===== config.mk =====
export PLATFORM = sky130hd
export DESIGN_NAME = voice_div_scheduler
export DESIGN_NICKNAME = d
export VERILOG_FILES = /design/src/rtl/synth_pkg.sv /design/src/rtl/div_watchdog.sv /design/src/rtl/voice_div_scheduler.sv
export SDC_FILE = /design/constraint.sdc
export NUM_CORES = 1
export LEC_CHECK = 0
export CELL_PAD_IN_SITES_DETAIL_PLACEMENT = 2
export CELL_PAD_IN_SITES_GLOBAL_PLACEMENT = 2
export CORE_MARGIN = 4
export CORE_UTILIZATION = 39
export CTS_BUF_LIST = sky130_fd_sc_hd__clkbuf_8 sky130_fd_sc_hd__clkbuf_16
export CTS_CLUSTER_DIAMETER = 150
export DETAILED_ROUTE_END_ITERATION = 7
export DONT_BUFFER_PORTS = 1
export GPL_TIMING_DRIVEN = 1
export PLACE_DENSITY_LB_ADDON = 0.1
export SLEW_MARGIN = 20
export SYNTH_ARGS = -nofsm -noshare
export SYNTH_HDL_FRONTEND = slang
export SYNTH_SLANG_ARGS = --single-unit

===== constraint.sdc =====
create_clock -name clk -period 4.7 [get_ports clk]
set_clock_uncertainty 0.1 [all_clocks]
set_input_delay 0.47 -clock clk [delete_from_list [all_inputs] [get_ports clk]]
set_output_delay 0.47 -clock clk [all_outputs]
set_load 0.01 [all_outputs]

===== src/rtl/synth_pkg.sv =====
// Shared types and widths for the voice divider scheduler.
// Declarations only; no timing or flow control of its own.
package synth_pkg;

    localparam int QUOT_W    = 8;
    localparam int OPERAND_W = 16;

    typedef enum logic [2:0] {
        IDLE,
        SELECT,
        ISSUE,
        WAIT,
        FRAME_DONE
    } sched_state_t;

endpackage


===== src/rtl/div_watchdog.sv =====
// Loadable down-counter guarding one divide: load arms it, dec_i counts, expired_o is high at zero.
// Takes effect on the next edge; clear_i beats load_i, which beats dec_i. It never backpressures.
module div_watchdog #(
    parameter int CYCLES = 64
) (
    input  logic clk,
    input  logic reset,
    input  logic clear_i,
    input  logic load_i,
    input  logic dec_i,
    output logic expired_o
);

    localparam int CW = $clog2(CYCLES + 1);
    localparam logic [CW-1:0] LOAD_VAL = CW'(CYCLES - 1);

    logic [CW-1:0] cnt_q, cnt_d;

    always_comb begin
        cnt_d = cnt_q;
        if (clear_i) begin
            cnt_d = '0;
        end else if (load_i) begin
            cnt_d = LOAD_VAL;
        end else if (dec_i && (cnt_q != '0)) begin
            cnt_d = cnt_q - 1'b1;
        end
    end

    always_ff @(posedge clk) begin
        if (reset) begin
            cnt_q <= '0;
        end else begin
            cnt_q <= cnt_d;
        end
    end

    // Loaded with CYCLES-1 so it reads zero on the CYCLES-th cycle spent waiting.
    assign expired_o = (cnt_q == '0);

endmodule


===== src/rtl/voice_div_scheduler.sv =====
// Shares one sequential divider across NUM_VOICES voices, one quotient per voice per sample tick.
// A frame takes NUM_VOICES+1 cycles plus (1 + divider latency) per issued voice; ticks arriving while busy are dropped.
module voice_div_scheduler
    import synth_pkg::*;
#(
    parameter int NUM_VOICES  = 4,
    parameter int WDOG_CYCLES = 64
) (
    input  logic                           clk,
    input  logic                           reset,
    input  logic                           en,
    input  logic                           sample_tick,
    input  logic [NUM_VOICES-1:0]          voice_en,
    input  logic [OPERAND_W*NUM_VOICES-1:0] count_flat,
    input  logic [OPERAND_W*NUM_VOICES-1:0] divider_flat,
    output logic                           div_start,
    output logic [OPERAND_W-1:0]           div_count,
    output logic [OPERAND_W-1:0]           div_divisor,
    input  logic                           div_done,
    input  logic [QUOT_W-1:0]              div_quotient,
    output logic [QUOT_W*NUM_VOICES-1:0]   quotient_flat,
    output logic                           frame_done,
    output logic                           busy,
    output logic                           overrun,
    output logic                           timeout,
    input  logic                           clear_flags
);

    localparam int IDX_W = $clog2(NUM_VOICES);
    localparam logic [IDX_W-1:0] LAST_IDX = IDX_W'(NUM_VOICES - 1);

    sched_state_t             state_q, state_d;
    logic [IDX_W-1:0]         idx_q, idx_d;
    logic [OPERAND_W-1:0]     count_q, count_d;
    logic [OPERAND_W-1:0]     divisor_q, divisor_d;
    logic [QUOT_W-1:0]        quot_q [NUM_VOICES];
    logic                     overrun_q, overrun_d;
    logic                     timeout_q, timeout_d;

    logic                     quot_we;
    logic [QUOT_W-1:0]        quot_wdat;
    logic                     advance;
    logic                     timeout_set;
    logic                     overrun_set;
    logic                     wd_clear, wd_load, wd_dec, wd_expired;
    logic [OPERAND_W-1:0]     sel_count, sel_divider;

    assign sel_count   = count_flat[idx_q*OPERAND_W +: OPERAND_W];
    assign sel_divider = divider_flat[idx_q*OPERAND_W +: OPERAND_W];

    always_comb begin
        state_d     = state_q;
        idx_d       = idx_q;
        count_d     = count_q;
        divisor_d   = divisor_q;
        quot_we     = 1'b0;
        quot_wdat   = '0;
        advance     = 1'b0;
        timeout_set = 1'b0;
        wd_clear    = 1'b0;
        wd_load     = 1'b0;
        wd_dec      = 1'b0;

        case (state_q)
            IDLE: begin
                if (sample_tick && en) begin
                    idx_d   = '0;
                    state_d = SELECT;
                end
            end
            SELECT: begin
                if (!en) begin
                    state_d = IDLE;
                end else if (!voice_en[idx_q] || (sel_divider == '0)) begin
                    quot_we = 1'b1;
                    advance = 1'b1;
                end else begin
                    count_d   = sel_count;
                    divisor_d = sel_divider;
                    state_d   = ISSUE;
                end
            end
            ISSUE: begin
                if (!en) begin
                    state_d = IDLE;
                end else begin
                    wd_load = 1'b1;
                    state_d = WAIT;
                end
            end
            WAIT: begin
                wd_clear = 1'b1;
                if (!en) begin
                    state_d = IDLE;
                end else if (div_done) begin
                    quot_we   = 1'b1;
                    quot_wdat = div_quotient;
                    advance   = 1'b1;
                end else if (wd_expired) begin
                    quot_we     = 1'b1;
                    timeout_set = 1'b1;
                    advance     = 1'b1;
                end else begin
                    wd_clear = 1'b0;
                    wd_dec   = 1'b1;
                end
            end
            FRAME_DONE: state_d = IDLE;
            default:    state_d = IDLE;
        endcase

        if (advance) begin
            if (idx_q == LAST_IDX) begin
                state_d = FRAME_DONE;
            end else begin
                idx_d   = idx_q + 1'b1;
                state_d = SELECT;
            end
        end
    end

    // Setting an event outranks a same-cycle clear so no event is ever lost.
    assign overrun_set = sample_tick && en && (state_q != IDLE);
    assign overrun_d   = overrun_set ? 1'b1 : (clear_flags ? 1'b0 : overrun_q);
    assign timeout_d   = timeout_set ? 1'b1 : (clear_flags ? 1'b0 : timeout_q);

    always_ff @(posedge clk) begin
        if (reset) begin
            state_q   <= IDLE;
            idx_q     <= '0;
            count_q   <= '0;
            divisor_q <= '0;
            overrun_q <= 1'b0;
            timeout_q <= 1'b0;
            for (int i = 0; i < NUM_VOICES; i++) begin
                quot_q[i] <= '0;
            end
        end else begin
            state_q   <= state_d;
            idx_q     <= idx_d;
            count_q   <= count_d;
            divisor_q <= divisor_d;
            overrun_q <= overrun_d;
            timeout_q <= timeout_d;
            if (quot_we) begin
                quot_q[idx_q] <= quot_wdat;
            end
        end
    end

    div_watchdog #(
        .CYCLES (WDOG_CYCLES)
    ) u_watchdog (
        .clk       (clk),
        .reset     (reset),
        .clear_i   (wd_clear),
        .load_i    (wd_load),
        .dec_i     (wd_dec),
        .expired_o (wd_expired)
    );

    for (genvar g = 0; g < NUM_VOICES; g++) begin : g_quot
        assign quotient_flat[g*QUOT_W +: QUOT_W] = quot_q[g];
    end

    // An abort during ISSUE must not launch a divide whose result nobody will collect.
    assign div_start   = (state_q == ISSUE) && en;
    assign frame_done  = (state_q == FRAME_DONE);
    assign busy        = (state_q != IDLE);
    assign div_count   = count_q;
    assign div_divisor = divisor_q;
    assign overrun     = overrun_q;
    assign timeout     = timeout_q;

endmodule


**Word level (Yosys, flattened, before mapping)**

Memory sizes are Yosys's and may differ from the RTL's.
Cells that the tools add are included.

- Flip-flop bits (word level): 46
- Bits in writable memories: 32
- Input port bits: 146
- Output and inout port bits: 69
- Memories kept: 1

Memory list:

| memory | depth | bits a word | rd ports | clocked after Yosys merged registers in | wr ports | line | text |
|---|---|---|---|---|---|---|---|
| quot_q | 4 | 8 | 4 | 0 | 4 | voice_div_scheduler.sv:36 | `logic [QUOT_W-1:0] quot_q [NUM_VOICES];` |

- $add $sub $neg: 2
- Magnitude comparators: 1
- Equal/unequal tests: 8
- Shifts and indexed selects: 2
- Mux-type cells: 47
- Bitwise gates (word level): 1
- Reduce and logical (&&, ||, !) cells: 19

Operators with widths:

| kind | count |
|---|---|
| $shiftx A64 B7 Y16 | 2 |
| $mux W8 | 4 |
| $mux W1 | 26 |
| $mux W3 | 6 |
| $logic_not A16 Y1 | 1 |
| $mux W2 | 6 |
| $mux W6 | 2 |
| $pmux W3 S4 | 1 |
| $reduce_or A8 Y1 | 1 |
| $logic_not A7 Y1 | 1 |
| $reduce_bool A7 Y1 | 1 |
| $sub A7 B1 Y7 const B | 1 |
| $eq A3 B2 Y1 const B | 2 |
| $ne A3 B3 Y1 const B | 2 |
| $reduce_and A3 Y1 | 2 |
| $reduce_bool A2 Y1 | 3 |
| $logic_and A1 B1 Y1 | 4 |
| $ne A4 B4 Y1 const B | 1 |
| $eq A3 B1 Y1 const B | 1 |
| $eq A3 B3 Y1 const B | 1 |
| $logic_not A3 Y1 | 1 |
| $lt A2 B3 Y1 const B | 1 |
| $reduce_bool A3 Y1 | 1 |
| $reduce_or A3 Y1 | 1 |
| 8 further kinds | 8 |

**Longest topological paths before layout**

- Word-level depth: 12
- Depth in mapped cells: 8

**By module**

A second synthesis with hierarchy kept.

- Cell total of the unflattened synthesis: 370
- Area total of the unflattened synthesis: 4211.5 µm²

Modules (own cells, without submodules):

| module | instances | cells an instance | area each (µm²) | seq. area each (µm²) |
|---|---|---|---|---|
| voice_div_scheduler | 1 | 319 | 3733.6 | 1741.7 |
| div_watchdog | 1 | 51 | 478.0 | 140.1 |

**Worst setup path before layout**

OpenSTA, ideal clock, no wires.

- Kind: reg-to-reg
- From: register idx_q[0]
- To: memory quot_q[0][0] (enable)
- Library setup time: 0.387 ns
- Arrival time: 2.672 ns
- Required time: 4.213 ns
- Slack: 1.542 ns
- Stages on the path, launching flop included: 8
- Cell sequence: dfxtp_1 buf_2 mux4_2 nor4_1 and4_1 buf_4 o21ai_2 o31ai_1

RTL lines:

| what | line | text |
|---|---|---|
| start, declared | voice_div_scheduler.sv:33 | `logic [IDX_W-1:0] idx_q, idx_d;` |
| start signal, assigned | voice_div_scheduler.sv:140 | `idx_q <= idx_d;` |
| end, declared | voice_div_scheduler.sv:36 |  |

==> impl_metrics.env <==
export IMPL_outcome="complete, no violations"
export IMPL_layout_common_cells="44 x dfxtp_1, 40 x a21oi_1, 37 x nand3_1, 35 x nor2_1, 35 x o21ai_0"
export IMPL_switching_share_pct=24.9
export IMPL_synth_warnings=0
export IMPL_cell_internal_pwr_uw=1010
export IMPL_endpoint_kind="flip-flop"
export IMPL_fill_cells=1040
export IMPL_clkPwrFrac_pct=37.9
export IMPL_setup_worst_path_class="flip-flop to flip-flop"
export IMPL_peakVddDrop_mv=0.162
export IMPL_drcViolationCount=0
export IMPL_fin_cells=499
export IMPL_die_x_um=109
export IMPL_p_comb_share_pct=6.8
export IMPL_grt_pass1_wl_mm=19.2
export IMPL_post_cts_buffers=0
export IMPL_ys_top_cells_by_area="edfxtp_1 24%, dfxtp_1 23%, mux4_2 19%"
export IMPL_wl_mm=13.0
export IMPL_first_iter_violations=206
export IMPL_ff2ff_path_depth=5
export IMPL_tightest_slew_ns=0.955
export IMPL_post_place_cells=483
export IMPL_worstHoldPathType="input port to flip-flop"
export IMPL_ys_ff_latch=78
export IMPL_core_mm2=0.00986
export IMPL_area_growth_pct=7.74
export IMPL_num_io_pins=215
export IMPL_cp_buffers_inverters=0
export IMPL_p_leak_uw=0.00128
export IMPL_fin_nets=510
export IMPL_dp_final_hpwl_mm=9.82
export IMPL_cts_tree="built"
export IMPL_cp_top_family="flip-flops"
export IMPL_port_buffers=0
export IMPL_maxSlewHeadroom_pct=35.9
export IMPL_rsz0062_at_grt="no"
export IMPL_hold_buffers=0
export IMPL_die_h_um=109
export IMPL_critPathRequiredTime_ns=4.60
export IMPL_finalCriticalPeriod_ns=3.64
export IMPL_setup_viol=0
export IMPL_ys_flop_type="dfxtp_1"
export IMPL_final_util_pct=43.6
export IMPL_crit_slowest_cell="dfxtp_2"
export IMPL_final_common_cell="dfxtp_1"
export IMPL_cp_num_cells=5
export IMPL_drv_cap=0
export IMPL_power_density_mw_per_mm2=314
export IMPL_final_hold_violation_count=0
export IMPL_cts_sinks=78
export IMPL_hold_depth=1
export IMPL_crit_chain="mux4_2 -> nor4_1 -> and4_1 -> o21ai_2 -> o21ai_1"
export IMPL_period_share_pct=77.4
export IMPL_layout_drive_gt1_share_pct=18.6
export IMPL_cts_root_buf="clkbuf_8"
export IMPL_place_congestion=0.826
export IMPL_cts_buffer_depth=2
export IMPL_design_die_area_mm2=0.0119
export IMPL_synth_top_area_share_pct=24.1
export IMPL_start_kind="flip-flop"
export IMPL_overflow=0
export IMPL_drt_pass1_iter_count=4
export IMPL_power_switching_uw=336
export IMPL_postRouteAntennaNets=0
export IMPL_synth_area_leader_cell="edfxtp_1"
export IMPL_initial_core_util_pct=40.5
export IMPL_fmax_mhz=275
export IMPL_drv_slew=0
export IMPL_grt_use_total_pct=21.3
export IMPL_wl_per_cell_um=26.1
export IMPL_vias_per_cell=6.18
export IMPL_postCtsResizedCells=0
export IMPL_clk_latency_ns=0.35
export IMPL_crit_path_max_incr_delay_ns=0.88
export IMPL_tns_ns=0
export IMPL_netlist_area_mm2=0.00399
export IMPL_h_tree_depth=3
export IMPL_routed_via_count=3085
export IMPL_grt_pass1_vias=3362
export IMPL_grt_max_degree=51
export IMPL_arrival_ns=3.54
export IMPL_ys_async_sr_fraction_pct=0
export IMPL_cts_buffers=9
export IMPL_synthCells=369
export IMPL_diodes=0
export IMPL_antenna_found_initial=0
export IMPL_crit_fanout=24
export IMPL_rows=36
export IMPL_seqPwrFrac_pct=55.3
export IMPL_syn_nets=518
export IMPL_cts_clk_slew_worst_paths_ns=0.09
export IMPL_syn_area_per_cell_um2=10.8
export IMPL_yosysSeqAreaShare_pct=47.1
export IMPL_synth_edf_count=32
export IMPL_ys_types=43
==> flip-flops by register name (all words and copies together), names as in the netlist <==
name              flops
u_watchdog.cnt_q      7
overrun               1
div_count            16
timeout               1
idx_q                 2
state_q               3
quot_q               32
div_divisor          16
==> power by group through the flow <==
stage                     clock (uW)  sequential (uW)  combinational [uW]
after global routing             560              749                 101
after CTS                        528              747                92.5
after global placement             0              762                88.7
after floorplan                    0              753                81.5
final                            513              746                91.8
after detailed placement           0              763                91.9
==> area by class of cell <==
cell class | instances | area, um^2 | share of cell area (%)
Clock buffer | 9 | 124 | 2.88
Clock inverter | 7 | 72.6 | 1.69
Inverter | 8 | 30.0 | 0.698
Multi-Input combinational cell | 256 | 1960 | 45.7
Sequential cell | 78 | 1880 | 43.8
Tap cell | 133 | 166 | 3.87
Timing Repair Buffer | 8 | 60.1 | 1.40
==> final timing paths <==
kind / slack [ns] / endpoint / start
max: 1.06 / quot_q[1][6] / idx_q[0]
max reg2reg: 1.06 / quot_q[1][6] / idx_q[0]
min reg2reg: 0.43 / div_divisor[6] / div_divisor[6]
min: 0.1 / state_q[2] / reset
==> metal layers <==
layer	vias to the layer above	GRT usage, %	wire length, um
met3	18	6.69	1120
met5	-	0	0
met1	1531	27.3	5270
met2	149	34.6	6440
met4	0	6.22	214
li1	1387	-	-
==> Yosys cell counts (2+ instances only) <==
master / count
nor3_2: 7
buf_2: 5
clkbuf_1: 16
mux2i_1: 2
o211ai_1: 3
mux4_2: 33
nand2_1: 17
nand2b_1: 3
inv_1: 8
xor2_1: 4
buf_1: 4
nand4_1: 2
dfxtp_1: 46
o21ai_0: 35
nand3_1: 37
xnor2_1: 2
nor2_1: 36
nand3b_1: 2
o21ai_1: 2
ha_1: 3
a21oi_1: 40
o211a_1: 2
nor3_1: 5
edfxtp_1: 32
nor4_1: 5
==> per-stage QoR <==
step | power, uW | hold slack, ns | area [um^2] | setup WS [ns]
5_1_grt | 1410 | 0.0564 | 4300 | 0.819
3_3_place_gp | 851 | 0.408 | 4100 | 1.16
2_1_floorplan | 834 | 0.398 | 3990 | 1.54
6_report | 1350 | 0.0974 | 4300 | 1.06
4_1_cts | 1370 | 0.0579 | 4300 | 1.01
3_5_place_dp | 855 | 0.422 | 4100 | 1.04
==> cells by family (layout without fill, tap and decap cells) <==
kind of cell	count (synthesis)	after routing	share of synthesized area [%]
fa+ha+maj	3	3	0.941
flops	78	78	47.1
buf+inv	35	32	3.73
simple gates	122	122	15.4
compound gates	90	90	12.3
xor+xnor	6	6	1.32
mux	35	35	19.1
No activity file was read; power rests on OpenSTA's default activity.
